**config.mk**
```make
export PLATFORM = sky130hd
export DESIGN_NAME = regfile_mp
export DESIGN_NICKNAME = d
export VERILOG_FILES = /design/src/rtl/regfile_mp.sv
export SDC_FILE = /design/constraint.sdc
export NUM_CORES = 1
export LEC_CHECK = 0
export CAP_MARGIN = 20
export CORE_ASPECT_RATIO = 1.2
export CORE_UTILIZATION = 55
export CTS_CLUSTER_DIAMETER = 30
export DETAILED_ROUTE_END_ITERATION = 7
export MAX_ROUTING_LAYER = met4
export PLACE_DENSITY_LB_ADDON = 0.3
export SYNTH_ARGS = -nofsm -noshare
export SYNTH_HDL_FRONTEND = slang
export SYNTH_SLANG_ARGS = --single-unit
```
**constraint.sdc**
```tcl
create_clock -name clk -period 8.2 [get_ports clk]
set_input_delay 2.46 -clock clk [delete_from_list [all_inputs] [get_ports clk]]
set_output_delay 2.46 -clock clk [all_outputs]
set_load 0.01 [all_outputs]
```
**src/rtl/regfile_mp.sv**
```systemverilog
// regfile_mp: parametrised multi-read-port integer register file.
// One write port (WB), NUM_RD combinational read ports (ID), a post-reset
// clear sequencer that zeroes every register before reporting ready, and a
// per-register busy scoreboard for in-flight writes.
// Optional feature macro: REGFILE_BYPASS_EN (same-cycle write-to-read bypass).
module regfile_mp #(
  parameter int DATA_W = 32,
  parameter int ADDR_W = 5,
  parameter int NUM_RD = 2
) (
  input  logic                       clk,
  input  logic                       rst,
  output logic                       ready,
  input  logic                       we,
  input  logic [ADDR_W-1:0]          waddr,
  input  logic [DATA_W-1:0]          wdata,
  input  logic                       set_en,
  input  logic [ADDR_W-1:0]          set_addr,
  input  logic [NUM_RD-1:0]          re,
  input  logic [NUM_RD*ADDR_W-1:0]   raddr,
  output logic [NUM_RD*DATA_W-1:0]   rdata,
  output logic [NUM_RD-1:0]          rbusy
);

  localparam int DEPTH = 2 ** ADDR_W;

  typedef enum logic {CLEAR, RUN} state_t;

  state_t            state;
  state_t            state_next;
  logic [ADDR_W-1:0] clr_idx;
  logic [ADDR_W-1:0] clr_idx_next;
  logic [DATA_W-1:0] regs [DEPTH];
  logic [DEPTH-1:0]  busy;
  logic              wr_hit;
  logic              set_hit;

  if (NUM_RD < 1 || NUM_RD > 4) begin : g_bad_num_rd
    $error("regfile_mp: NUM_RD must be in the range 1..4");
  end

  // x0 is hardwired, so writes and issues targeting it never take effect
  assign wr_hit  = we && (waddr != '0);
  assign set_hit = set_en && (set_addr != '0);
  assign ready   = (state == RUN);

  // State and clear-index registers; reset always restarts the clear sweep
  always_ff @(posedge clk) begin
    if (rst) begin
      state   <= CLEAR;
      clr_idx <= '0;
    end else begin
      state   <= state_next;
      clr_idx <= clr_idx_next;
    end
  end

  // Sweep one register per cycle in CLEAR; leave after the last index is written
  always_comb begin
    state_next   = state;
    clr_idx_next = clr_idx;
    if (state == CLEAR) begin
      clr_idx_next = clr_idx + ADDR_W'(1);
      if (clr_idx == {ADDR_W{1'b1}}) begin
        state_next = RUN;
      end
    end
  end

  // Register array: zeroed by the sweep, then written from WB once running
  always_ff @(posedge clk) begin
    if (!rst) begin
      if (state == CLEAR) begin
        regs[clr_idx] <= '0;
      end else if (wr_hit) begin
        regs[waddr] <= wdata;
      end
    end
  end

  // Busy scoreboard: WB clears, ID sets; a same-cycle set overrides the clear
  always_ff @(posedge clk) begin
    if (rst) begin
      busy <= '0;
    end else if (state == RUN) begin
      if (wr_hit) begin
        busy[waddr] <= 1'b0;
      end
      if (set_hit) begin
        busy[set_addr] <= 1'b1;
      end
    end
  end

  for (genvar i = 0; i < NUM_RD; i++) begin : g_rd
    logic [ADDR_W-1:0] ra;
    logic              active;
    logic              byp;

    assign ra     = raddr[i*ADDR_W +: ADDR_W];
    assign active = !rst && ready && re[i] && (ra != '0);
`ifdef REGFILE_BYPASS_EN
    assign byp    = wr_hit && ready && (ra == waddr);
`else
    assign byp    = 1'b0;
`endif
    assign rdata[i*DATA_W +: DATA_W] = !active ? '0 : (byp ? wdata : regs[ra]);
    assign rbusy[i] = re[i] && ready && busy[ra] && !byp;
  end

endmodule

```
# Word level (Yosys, flattened, before mapping)
# Memories as Yosys holds them, arrays and structs flattened.
# Cells that the tools add are included.
[totals]
register_bits = 38
latch_bits = 0
memories = 1
ram_bits = 1024
mem_bits_ro = 0
[op_classes]
shifts = 0
n_addsub = 1
mul = 0
magnitude_cmp = 6
reduce_logical = 19
div_mod_pow = 0
bitwise_logic = 3
n_eq_ne = 1
muxes = 26
[mem_list]
columns = ["name", "depth", "word_bits", "read_ports", "rd_ports_with_merged_regs", "wr", "line_no", "text"]
rows = [
  ["regs", 32, 32, 2, 0, 1, "33", "logic [DATA_W-1:0] regs [DEPTH];"],
]
[ops]
columns = ["op", "count"]
rows = [
  ["2-to-1 mux 32 bit", 7],
  ["AND 32 bit", 1],
  ["NOT 32 bit", 1],
  ["bitwise OR 32 bit", 1],
  ["OR reduction 32 bit", 1],
  ["less-than comparator 5 x 6 -> 1 bit (second input constant)", 4],
  ["nonzero test 5 bit", 4],
  ["2-to-1 mux 1 bit", 14],
  ["logical AND 1 bit", 13],
  ["binary-select mux 1 bit (select 5 bit)", 2],
  ["demux 1 bit (select 5 bit)", 2],
  [">= comparator 5 x 1 -> 1 bit (second input constant)", 2],
  ["adder 5 x 1 -> 5 bit (second input constant)", 1],
  ["== test 5 bit (second input constant)", 1],
  ["2-to-1 mux 5 bit", 1],
  ["logical NOT 1 bit", 1],
]

# Depth between registers and ports, before layout
# Gate-level depths: netlist of the first run.
[logic_depth]
depth_word = 11
mapped_depth = 8
ltp_nobuf = 5

# Least setup slack after synthesis of the first run
# No wires, ideal clock.
[synth_path]
path_type = "input -> register"
start = "input port waddr[3]"
end = "memory regs[24][0] (enable)"
arrival_ns = 6.008
cell_stages = 7
path_slack_ns = 1.731
path_buffers = 3
required_time_ns = 7.739
path_cell_list = "clkbuf_2 or3_4 o311a_1 buf_6 buf_6 o21a_1 nor3_1"
[synth_between]
elab_chain_len = 8
word_cells_on_any_way = 9
classes_between = "6 x mux; 3 x reduce/logical"
[synth_lines]
columns = ["element", "line_no", "text"]
rows = [
  ["from (decl)", "15", "input logic [ADDR_W-1:0] waddr,"],
  ["nonzero test 5 bit", "43", "assign wr_hit = we && (waddr != '0);"],
  ["logical AND 1 bit", "43", ""],
  ["2-to-1 mux 1 bit", "75", "end else if (wr_hit) begin"],
  ["2-to-1 mux 1 bit", "73", "if (state == CLEAR) begin"],
  ["2-to-1 mux 1 bit", "72", "if (!rst) begin"],
  ["2-to-1 mux 1 bit (not written as such)", "76", "regs[waddr] <= wdata;"],
  ["OR reduction 32 bit (no source line)", "--", ""],
  ["2-to-1 mux 5 bit (no source line) / 2-to-1 mux 1 bit (equally long branches)", "--", ""],
  ["to (decl)", "33", ""],
]
# Several ways; a longest one is shown, not always the timed one.

# Worst setup path after layout of the first run
[layout_path]
start = "input port raddr[8]"
end = "output port rdata[36]"
[layout_between]
elab_chain_len = 3
word_cells_on_any_way = 4
classes_between = "1 x mux; 2 x reduce/logical; 1 x memory"
[layout_lines]
columns = ["element", "line_no", "text"]
rows = [
  ["from (decl)", "20", "input logic [NUM_RD*ADDR_W-1:0] raddr,"],
  ["branches (longest 2 deep; another with memory read (32 x 32 bit))", "--", ""],
  ["2-to-1 mux 32 bit *", "107", "assign rdata[i*DATA_W +: DATA_W] = !active ? '0 : (byp ? wdata : regs[ra]);"],
  ["to (decl)", "21", "output logic [NUM_RD*DATA_W-1:0] rdata,"],
]
# Every way passes the cells marked *.

==> results.cfg, run 1 <==
[route]
antenna_left = 0
wl_um = 156000
dr_total_vias = 31237
firstDrtPassIters = 7
drc = 0
viasPerCell = 7.43
first_iter_violations = 4586
post_drt_wl_per_cell_um = 37.2

[synth]
ys_ff_latch = 1062
syn_avg_cell_area_um2 = 18.8
synthCells = 2666
netlist_area_um2 = 50200
synth_area_leaders = edfxtp_1 (61%), mux4_2 (21%), mux2i_1 (5.0%), dfxtp_1 (1.5%), a22oi_1 (1.3%)
synth_commonest_cells = edfxtp_1 (1024), mux4_2 (471), mux2i_1 (253)
synth_top_area_share_pct = 61.2
synth_enable_flop_cells = 1024
synth_cell_types = 56
ys_warn_count = 0
yosysMostFrequentCell = edfxtp_1
yosys.area.top_type = edfxtp_1
synth_seq_area_share_pct = 62.7
async_flop_share_pct = 0
synth-main-ff-cell = edfxtp_1
syn_nets = 2726

[die]
num_io_pins = 125
start_util_pct = 55.5
num_rows = 121
coreArea_um2 = 90500
die_w_um = 278
dieArea_um2 = 92500
die_h_um = 333

[timing]
slew_viol_final = 0
worst_pin_slew_ns = 1.19
setup_violations = 0
rsz0062_at_grt = no
holdWs_ns = 0.487
setup_tns_ns = 0
slew_headroom_pct = 20.5
finalCritPeriodShare_pct = 99.3
hold_violations = 0
period_needed_ns = 8.15
skew_ns = 0.0279
max_freq_mhz = 123

[placed_design]
dpl.hpwl_um = 94800
placed_cell_area_um2 = 53700
dp_cells = 3896
place.gp.congestion = 0.904
io_buffers = 124

[critical_path]
end_kind = output pin
startpoint_type = input port
worstSetupPathType = in2out
r2r_slack_ns = 4.46
arrival_ns = 5.69
worst-path-max-fanout = 15
required_ns = 5.74

[grt]
antenna_found_initial = 6
grt_pass1_wl_um = 223000
gr-total-overflow = 0
gr-usage-all-layers_pct = 35.2
grt_pass1_vias = 31663
grt_max_degree = 60

[clock_tree]
h-tree-depth = 4
clk_pin_slew_ns = 0.05
cts_root_buf = clkbuf_16
cts_resized = 0
hold_buffers = 0
cts.path.max_buffers = 3
cts_tree = yes
cts_setup_buffers = 0
clock-sinks = 1062
insertion_delay_ns = 0.76
numCtsBuffers = 160

[flow_run]
drv_cap = 0

[cells_and_area]
post-route-util_pct = 65.5
layout-drive-gt1-share_pct = 33.6
nets = 2956
syn_to_final_growth_pct = 18.1
final_cell_count_no_fill = 4205
finalInstanceArea_um2 = 59300

[min_path]
hp-class = reg2reg

[power]
peakVddDrop_v = 0.000207
power_leakage_uw = 0.0180
p_per_area_nw_per_um2 = 227

[outcome]
status = finished, final reports clean
where the power goes:
group / total, uW / internal [uW] / switching (uW)
logic: 760 / 336 / 424
clock network: 6750 / 4110 / 2640
registers: 5920 / 5900 / 17.4
total: 13400 / 10400 / 3080
state kept, by name, summed over array words and instances, names as in the netlist:
signal / flops
regs: 1024
busy: 32
clr_idx: 5
ready: 1
per-layer routing:
layer,part of all wire (%),routed length (um),track usage [%],vias up
li1,-,-,-,11993
met4,5.0,7820,16.7,0
met5,0,0,-,-
met2,48,74700,53.6,2480
met1,35,54600,44.8,16270
met3,12,19200,8.60,494
cell type report:
| type | instances | area [um2] |
|---|---|---|
| diodes | 4 | 10.0 |
| clock buffers | 179 | 4160 |
| clock inverters | 120 | 1220 |
| fillers | 5886 | 31300 |
| inverters | 7 | 26.3 |
| multi-input cells | 1373 | 17800 |
| flip-flops and latches | 1062 | 31500 |
| well taps | 1168 | 1460 |
| repair buffers | 292 | 3040 |
cell families (layout without fill, tap and decap cells):
| kind of cell | Yosys count | after routing | share of synthesized area [%] |
|---|---|---|---|
| flops | 1062 | 1062 | 62.7 |
| other cells | 0 | 4 | 0 |
| xor+xnor | 3 | 3 | 0.0523 |
| fa+ha+maj | 2 | 2 | 0.0498 |
| buf+inv | 231 | 598 | 2.29 |
| simple gates | 279 | 279 | 3.01 |
| mux | 771 | 771 | 27.2 |
| compound gates | 318 | 318 | 4.63 |
final timing paths:
| check | start | end | depth (start not counted) |
|---|---|---|---|
| hold / removal | busy[25]$_SDFFE_PP0P_ | busy[25]$_SDFFE_PP0P_ | 2 |
| setup reg to reg | ready$_SDFF_PP0_ | regs[22][13]$_DFFE_PP_ | 6 |
| setup / recovery | raddr[8] | rdata[36] | 7 |
| hold reg to reg | busy[25]$_SDFFE_PP0P_ | busy[25]$_SDFFE_PP0P_ | 2 |
through the flow:
| step | total power, uW | setup slack, ns |
|---|---|---|
| after floorplan | 6510 | 1.73 |
| after global placement | 6770 | 0.151 |
| after detailed placement | 6780 | 0.179 |
| after CTS | 13400 | 0.156 |
| after global routing | 13700 | 0.0120 |
| final | 13400 | 0.0546 |
worst max-delay path, stage by stage:
cell and delay (ns):
clkdlybuf4s50_1 0.68, buf_4 0.31, nor2b_4 0.78, buf_4 0.45
a22o_1 0.25, a31oi_1 0.14, clkdlybuf4s50_1 0.59
cell usage in the layout (no fill, tap or decap), drive strengths merged, types with 13 or more instances in the layout:
master         count
clkbuf           181
edfxtp          1024
nand3             21
mux4             471
inv               41
dfxtp             38
o211ai            13
clkinv            56
a21oi             23
mux2              47
nor3              29
and2              47
a32oi             42
clkdlybuf4s50    118
a22o              30
nor2              34
and3              27
o21ai             59
nand2             62
clkinvlp          18
a222oi            24
buf              172
a22oi             84
a31oi             30
mux2i            253
No activity file was read; power rests on OpenSTA's default activity.
==> run 2: changes to the inputs <==
PLACE_DENSITY = 0.72   (was not set)
PLACE_DENSITY_LB_ADDON = not set   (was 0.3)
==> results.cfg, run 2 (synthesis results as in run 1) <==
[cells_and_area]
layout_common_cells = edfxtp_1 (1024), mux4_2 (471), mux2i_1 (253)
reg_top3 = regs (1024), busy (32), clr_idx (5)
n_fill_cell = 5934
multi_input_area_um2 = 17800
syn_to_final_growth_pct = 18.4
final_cell_count_no_fill = 4217
final_common_cell = edfxtp_1
regArea_um2 = 31500
post-route-util_pct = 65.7
nets = 2962
largest_register = regs
largest_reg_flops = 1024
layout-drive-gt1-share_pct = 33.8

[clock_tree]
clk_pin_slew_ns = 0.05
insertion_delay_ns = 0.77
cts_resized = 0
numCtsBuffers = 167
cts_setup_buffers = 0
cts.path.max_buffers = 3
hold_buffers = 0
clock-sinks = 1062
cts_tree = yes
cts_root_buf = clkbuf_16
h-tree-depth = 4

[timing]
period_needed_ns = 8.09
hold_violations = 0
finalCritPeriodShare_pct = 98.7
worst_pin_slew_ns = 1.09
slew_headroom_pct = 27.5
skew_ns = 0.0226
holdWs_ns = 0.485
slew_viol_final = 0
rsz0062_at_grt = no
max_freq_mhz = 124
setup_violations = 0
setup_tns_ns = 0

[power]
p_per_area_nw_per_um2 = 230
power_leakage_uw = 0.0180
peakVddDrop_v = 0.000158
power_uw = 13700

[grt]
gr-usage-all-layers_pct = 35.9
grt_pass1_wl_um = 226000
antenna_found_initial = 2
grt_pass1_vias = 31280
gr-total-overflow = 0
grt_max_degree = 77

[min_path]
hold_depth = 1
worstHoldStart = busy[0]$_SDFFE_PP0P_
hold_end = busy[0]$_SDFFE_PP0P_
hp-class = reg2reg

[critical_path]
slowest_stage = nor2_4
worstSetupPathType = in2out
r2r-start = ready$_SDFF_PP0_
cp_common_cell = buf_4
arrival_ns = 5.63
critPathTopFamily = buffers and inverters
r2r_slack_ns = 4.42
startpoint_type = input port
path_cells = clkdlybuf4s50_1, buf_4, nor2_4, buf_4, a22o_1, a31oi_1, buf_4, clkdlybuf4s50_1
reg2reg_depth = 6
r2r-end = regs[22][21]$_DFFE_PP_
cpPeakStageDelay_ns = 0.82
crit_buf_inv = 5
end_kind = output pin
required_ns = 5.74
worst-path-max-fanout = 16

[placed_design]
dpl.hpwl_um = 94800
dp_cells = 3891
place.gp.congestion = 0.936
io_buffers = 124

[route]
viasPerCell = 7.43
dr_total_vias = 31332
drc = 0
wl_um = 159000
post_drt_wl_per_cell_um = 37.8
firstDrtPassIters = 8
first_iter_violations = 5250
antenna_left = 0

[die]
start_util_pct = 55.5
num_rows = 121
coreArea_um2 = 90500
num_io_pins = 125
die_h_um = 333
die_w_um = 278
dieArea_um2 = 92500

[outcome]
status = finished, final reports clean

[flow_run]
drv_cap = 0
-- run 2: per-stage QoR --
step / setup WS [ns] / instance area, um2
floorplan: 1.73 / 50200
CTS: 0.165 / 59300
global route: 0.0964 / 59500
detailed placement: 0.202 / 53600
global placement: 0.0879 / 53600
finish: 0.106 / 59500
-- run 2: how the worst max path moves through the flow --
stage / from / endpoint / slack (ns) / depth (start not counted)
floorplan: waddr[3] / regs[24][0]$_DFFE_PP_ / 1.73 / 7
global placement: rst / rdata[62] / 0.09 / 7
detailed placement: raddr[0] / rdata[8] / 0.20 / 7
CTS: raddr[0] / rdata[8] / 0.17 / 7
global route: raddr[0] / rdata[8] / 0.1 / 7
finish: raddr[8] / rdata[61] / 0.11 / 8
-- run 2: final cells by class --
type	instances	area share, %
well taps	1168	2.46
inverters	7	0.0442
multi-input cells	1373	30.0
clock inverters	130	2.37
clock buffers	184	7.13
diodes	2	0.00841
flip-flops and latches	1062	53.0
repair buffers	291	5.00
-- run 2: metal layers --
metal	global-route usage, %	wire length [um]	vias to the layer above
li1	-	-	12016
met1	47.1	56000	16333
met2	53.5	75500	2507
met3	8.60	20000	476
met4	16.7	7720	0
met5	-	0	-
-- run 2: where the power goes --
| group | internal (uW) | switching (uW) |
|---|---|---|
| registers | 5910 | 16.9 |
| logic | 326 | 432 |
| clock network | 4240 | 2750 |
